`src/rtl/mem_wb_commit.sv`:
```
// mem_wb_commit: MEM/WB register stage with delay-slot tracking, exception/interrupt commit and timed flush.
module mem_wb_commit #(
    parameter int                 DATA_W       = 32,
    parameter int                 ADDR_W       = 32,
    parameter int                 RADDR_W      = 5,
    parameter int                 NUM_CH       = 2,
    parameter int                 EXC_W        = 32,
    parameter logic [EXC_W-1:0]   INT_CODE     = 32'h1,
    parameter int                 FLUSH_CYCLES = 2
) (
    input  logic                        clk,
    input  logic                        rst,
    input  logic                        stall_i,
    input  logic                        mem_valid,
    input  logic [ADDR_W-1:0]           mem_pc,
    input  logic                        mem_is_branch,
    input  logic [NUM_CH-1:0]           mem_wen,
    input  logic [NUM_CH*RADDR_W-1:0]   mem_waddr,
    input  logic [NUM_CH*DATA_W-1:0]    mem_wdata,
    input  logic [EXC_W-1:0]            mem_excepttype,
    input  logic [DATA_W-1:0]           cp0_status,
    input  logic [DATA_W-1:0]           cp0_cause,
    output logic                        wb_valid,
    output logic [NUM_CH-1:0]           wb_wen,
    output logic [NUM_CH*RADDR_W-1:0]   wb_waddr,
    output logic [NUM_CH*DATA_W-1:0]    wb_wdata,
    output logic                        exc_en,
    output logic                        exc_is_int,
    output logic [EXC_W-1:0]            exc_type,
    output logic [ADDR_W-1:0]           exc_epc,
    output logic                        exc_bd,
    output logic                        flush_o,
    output logic                        busy
);
    localparam logic [0:0] IDLE  = 1'b0;
    localparam logic [0:0] FLUSH = 1'b1;
    localparam int CW = FLUSH_CYCLES > 1 ? $clog2(FLUSH_CYCLES) : 1;

    logic [0:0]                  state_q, state_d;
    logic [CW-1:0]               cnt_q, cnt_d;
    logic                        slot_q, slot_d;
    logic [ADDR_W-1:0]           last_pc_q, last_pc_d;
    logic                        wb_valid_q, wb_valid_d;
    logic [NUM_CH-1:0]           wb_wen_q, wb_wen_d;
    logic [NUM_CH*RADDR_W-1:0]   wb_waddr_q, wb_waddr_d;
    logic [NUM_CH*DATA_W-1:0]    wb_wdata_q, wb_wdata_d;
    logic                        exc_en_q, exc_en_d;
    logic                        exc_is_int_q, exc_is_int_d;
    logic [EXC_W-1:0]            exc_type_q, exc_type_d;
    logic [ADDR_W-1:0]           exc_epc_q, exc_epc_d;
    logic                        exc_bd_q, exc_bd_d;

    logic int_pend, accept, is_exc, is_int, commit, flush_done;

    assign int_pend   = |(cp0_cause[15:8] & cp0_status[15:8]) & cp0_status[0] & ~cp0_status[1];
    assign accept     = mem_valid & ~stall_i & (state_q == IDLE);
    assign is_exc     = |mem_excepttype;
    // Interrupts must not split a branch from its delay slot, so they wait for a plain instruction.
    assign is_int     = int_pend & ~is_exc & ~mem_is_branch & ~slot_q;
    assign commit     = accept & (is_exc | is_int);
    assign flush_done = (state_q == FLUSH) && (cnt_q == '0);

    always_comb begin
        wb_valid_d   = stall_i ? wb_valid_q : accept;
        wb_wen_d     = stall_i ? wb_wen_q : (accept & ~is_exc) ? mem_wen : '0;
        wb_waddr_d   = accept ? mem_waddr : wb_waddr_q;
        wb_wdata_d   = accept ? mem_wdata : wb_wdata_q;
        exc_en_d     = commit;
        exc_is_int_d = commit ? is_int : exc_is_int_q;
        exc_type_d   = commit ? (is_exc ? mem_excepttype : INT_CODE) : exc_type_q;
        exc_epc_d    = commit ? (is_exc ? (slot_q ? last_pc_q : mem_pc) : mem_pc + ADDR_W'(4)) : exc_epc_q;
        exc_bd_d     = commit ? (is_exc & slot_q) : exc_bd_q;
        slot_d       = accept ? (mem_is_branch & ~is_exc) : slot_q;
        last_pc_d    = accept ? mem_pc : last_pc_q;
        state_d      = commit ? FLUSH : flush_done ? IDLE : state_q;
        cnt_d        = commit ? CW'(FLUSH_CYCLES - 1) :
                       (state_q == FLUSH && cnt_q != '0) ? cnt_q - CW'(1) : cnt_q;
    end

    always_ff @(posedge clk) begin
        if (rst) begin
            state_q      <= IDLE;
            cnt_q        <= '0;
            slot_q       <= 1'b0;
            last_pc_q    <= '0;
            wb_valid_q   <= 1'b0;
            wb_wen_q     <= '0;
            wb_waddr_q   <= '0;
            wb_wdata_q   <= '0;
            exc_en_q     <= 1'b0;
            exc_is_int_q <= 1'b0;
            exc_type_q   <= '0;
            exc_epc_q    <= '0;
            exc_bd_q     <= 1'b0;
        end else begin
            state_q      <= state_d;
            cnt_q        <= cnt_d;
            slot_q       <= slot_d;
            last_pc_q    <= last_pc_d;
            wb_valid_q   <= wb_valid_d;
            wb_wen_q     <= wb_wen_d;
            wb_waddr_q   <= wb_waddr_d;
            wb_wdata_q   <= wb_wdata_d;
            exc_en_q     <= exc_en_d;
            exc_is_int_q <= exc_is_int_d;
            exc_type_q   <= exc_type_d;
            exc_epc_q    <= exc_epc_d;
            exc_bd_q     <= exc_bd_d;
        end
    end

    assign wb_valid   = wb_valid_q;
    assign wb_wen     = wb_wen_q;
    assign wb_waddr   = wb_waddr_q;
    assign wb_wdata   = wb_wdata_q;
    assign exc_en     = exc_en_q;
    assign exc_is_int = exc_is_int_q;
    assign exc_type   = exc_type_q;
    assign exc_epc    = exc_epc_q;
    assign exc_bd     = exc_bd_q;
    assign flush_o    = (state_q == FLUSH);
    assign busy       = (state_q == FLUSH);
endmodule

```
`config.mk`:
```
export PLATFORM = sky130hd
export DESIGN_NAME = mem_wb_commit
export DESIGN_NICKNAME = d
export VERILOG_FILES = /design/src/rtl/mem_wb_commit.sv
export SDC_FILE = /design/constraint.sdc
export NUM_CORES = 1
export LEC_CHECK = 0
export BUFFER_PORTS_ARGS = -buffer_cell sky130_fd_sc_hd__buf_2
export CAP_MARGIN = 20
export CORE_MARGIN = 1
export CORE_UTILIZATION = 34
export DETAILED_ROUTE_END_ITERATION = 8
export HOLD_SLACK_MARGIN = 0.15
export PLACE_DENSITY = 0.58
export SYNTH_ARGS = -nofsm -noshare
export SYNTH_HDL_FRONTEND = slang
export SYNTH_SLANG_ARGS = --single-unit
```
`constraint.sdc`:
```
create_clock -name clk -period 2.55 [get_ports clk]
set_input_delay 0.6375 -clock clk [delete_from_list [all_inputs] [get_ports clk]]
set_output_delay 0.6375 -clock clk [all_outputs]
set_load 0.01 [all_outputs]
```
==> results by group <==
Clocking
  • CTS clock-pin slew for the worst setup and hold paths: 0.08 ns
  • Cts hold-fix bufs: 0
  • Root buffer cell: clkbuf_16
  • CTS Buffer Depth: 2
  • Post-CTS Setup Bufs: 0
  • CTS tree: built
  • CTS buffer count: 17
  • Sink count of the clock tree: 179
  • Gates resized, CTS repair: 0
  • H-tree depth: 4
  • Skew-Pair Late Insertion Delay: 0.44 ns

Synthesis
  • Avg Cell Area, Syn: 7.89 um2
  • Mapped cell area: 7370 um2
  • Post-synthesis cell count: 934
  • Post-synthesis mux area share: 0.0206
  • XOR/XNOR Fraction of Synth Area: 0.0119
  • Sequential area share after synthesis: 0.486
  • Synth top area share: 0.486
  • Count leader, synth: nand2_1
  • Biggest area consumer among synthesized cells: dfxtp_1
  • Ys Warns: 0
  • Post-synthesis async set-or-reset flop share: 0
  • Cell variety after synth: 56
  • Post-synth EDFFs: 0
  • Simple-gate share of the synthesized area: 0.231
  • Main combinational cell family by area after synthesis: simple AND/OR/NAND/NOR gates
  • Synth Area in Compound Gates: 0.201
  • Yosys reg bits: 179
  • Post-Synth Adder-Cell Area: 0.00170
  • Most common flop cell mapped by yosys: dfxtp_1
  • Net Count, Synth: 1144
  • Synth top cells by count: 274 x nand2_1, 179 x dfxtp_1, 136 x a21oi_1
  • Top cells by area, synth: dfxtp_1 49%, nand2_1 14%, a21oi_1 9.2%

STA
  • Tmin final: 2.16 ns
  • Final clock skew: 0.0116 ns
  • Tcrit/Tclk final: 0.846
  • Final Max Slew Viols: 0
  • RSZ-0062 raised after global routing: false
  • Tightest Pin Transition: 0.823 ns
  • Fmax: 0.464 GHz
  • Relative slew margins: 0.451
  • Hold Fails Final Rpt: 0
  • Final setup violation count: 0
  • Hold Slack: 0.428 ns

Critical path
  • CP max FO: 9
  • Reg2Reg Setup Slack: 0.54 ns
  • Reg2reg start: busy
  • Critical path's largest stage delay: 0.40 ns
  • Critical Path RT: 2.92 ns
  • Crit path kind: in -> reg
  • Critical-path cell list: buf_2 -> nor4_1 -> and4_1 -> nand2_1 -> buf_4 -> o41ai_1 -> o22ai_1 -> a21oi_1
  • Arr. time, crit path: 2.52 ns
  • Crit-path slowest cell: and4_1
  • Crit path launch type: input pin
  • Worst R2R Path Depth: 7
  • Top delay family on crit path: simple AND/OR/NAND/NOR gates
  • R2R Path End: exc_epc[23]
  • Critical path buffer and inverter count: 2
  • Critical path capture point type: flip-flop

Drt
  • Total number of vias: 7567
  • ANT nets after route: 0
  • Vias per cell: 5.02
  • Drt first pass iters: 5
  • Drt initial violations: 444
  • Drt wl/cell: 16.2 um
  • DRC errors left: 0
  • Routed WL: 24400 um

Final layout
  • Area Growth Syn to Fin: 34.7%
  • Core Util, Final: 0.469
  • Net count reported at finish: 1427
  • Layout cells sized above 1: 0.313
  • Fill cells: 2181

Floorplanning
  • Die width: 149 um
  • Row Count: 53
  • Die H: 149 um
  • Total die area: 22300 um2
  • Core box area: 21200 um2
  • I/O Pins: 355
  • Initial Util: 0.348

Hold path
  • Worst Hold Path Cells: 3
  • Worst Hold End: wb_wdata[37]
  • Min-delay worst type: in -> reg
  • Hold Crit Start: mem_wdata[37]

Place
  • Buffers on Ports: 308
  • Routability cong.: 0.827
  • Dpl hpwl: 16900 um

GRT
  • Vias in the first global route: 6793
  • Largest net degree at the start of global routing: 96
  • First-pass GRT wire length: 37300 um
  • Initial antenna violation count: 3
  • Total grt overflow: 0
  • Total global routing track utilization: 0.215

Run status
  • Status: finished, final reports clean

Job
  • MaxCap Viol Count: 0

Power
  • LEAKAGE: 4.33 nW
  • VDD IR-drop max: 0.000440 V
  • P per Cell Area: 649 nW/um2
-- cell families after synthesis --
logic type	count (synthesis)
buffers and inverters	84
XOR/XNOR	10
multiplexers	15
AO/OA/AOI/OAI	243
AND/OR/NAND/NOR	402
adder cells (fa/ha/maj)	1
flip-flops	179
-- worst max path at each step --
| stage | startpoint | to | slack [ns] | depth (start not counted) |
|---|---|---|---|---|
| final | mem_excepttype[11] | exc_epc[15] | 0.39 | 8 |
| after global routing | mem_excepttype[11] | exc_epc[15] | 0.21 | 8 |
| after CTS | mem_excepttype[24] | exc_epc[24] | 0.40 | 8 |
| after detailed placement | mem_excepttype[24] | exc_epc[22] | -0.04 | 9 |
| after global placement | mem_excepttype[11] | exc_epc[24] | -0.01 | 9 |
| after floorplan | mem_excepttype[19] | exc_epc[25] | 0.40 | 8 |
-- stage by stage --
stage / TNS, ns / instances / total power [mW] / setup WS (ns) / area (um2)
after global placement: -0.0264 / 1473 / 3.85 / -0.0146 / 9330
after global routing: 0 / 1505 / 6.72 / 0.212 / 9920
final: 0 / 1506 / 6.45 / 0.393 / 9930
after floorplan: 0 / 934 / 3.45 / 0.401 / 7370
after detailed placement: -0.0864 / 1473 / 3.86 / -0.0357 / 9330
after CTS: 0 / 1504 / 6.51 / 0.402 / 9920
-- flip-flops by register name, summed over array words and instances (netlist names) --
| name | flops |
|---|---|
| last_pc_q | 32 |
| exc_bd | 1 |
| wb_valid | 1 |
| exc_is_int | 1 |
| wb_waddr | 10 |
| busy | 1 |
| cnt_q | 1 |
| wb_wen | 2 |
| slot_q | 1 |
| exc_en | 1 |
| exc_type | 32 |
| wb_wdata | 64 |
| exc_epc | 32 |
-- routing by layer --
layer  vias up  wire length [um]  GRT usage  share of wire
li1       3783                 -          -              -
met1      3507             11200      0.286           0.46
met2       240             11200      0.340           0.46
met3        33              1570     0.0547          0.064
met4         4               359     0.0648          0.015
met5         -                16          0        0.00066
-- placed cells by master, fill, tap and decap left out, drive strengths merged, types with 8 or more instances in the layout --
| master | instances |
|---|---|
| o211ai | 11 |
| a21oi | 138 |
| nor2 | 57 |
| nor3 | 10 |
| xnor2 | 8 |
| buf | 342 |
| mux2i | 14 |
| nor4 | 12 |
| nand4 | 8 |
| clkbuf | 17 |
| o21ai | 18 |
| a22oi | 34 |
| inv | 12 |
| nand2 | 274 |
| dfxtp | 179 |
| nand3 | 16 |
-- tightest hold or removal path, cell delays in order --
cell and delay (ns):
buf_2 0.09, nand2_1 0.04, a21oi_1 0.05
-- area by class of cell --
| type | count | area, um2 | share of cell area |
|---|---|---|---|
| Tap cell | 275 | 344 | 0.0347 |
| Antenna cell | 2 | 5.00 | 0.000504 |
| Multi-Input combinational cell | 671 | 3460 | 0.349 |
| Clock buffer | 17 | 425 | 0.0429 |
| Clock inverter | 14 | 168 | 0.0169 |
| Inverter | 6 | 22.5 | 0.00227 |
| Sequential cell | 179 | 3580 | 0.361 |
| Timing Repair Buffer | 342 | 1920 | 0.193 |
-- where the power goes --
| part | switching (mW) | internal (mW) |
|---|---|---|
| Combinational | 0.466 | 0.329 |
| Sequential | 0.0635 | 2.93 |
| Clock | 1.26 | 1.40 |
No activity file was read; power rests on OpenSTA's default activity.
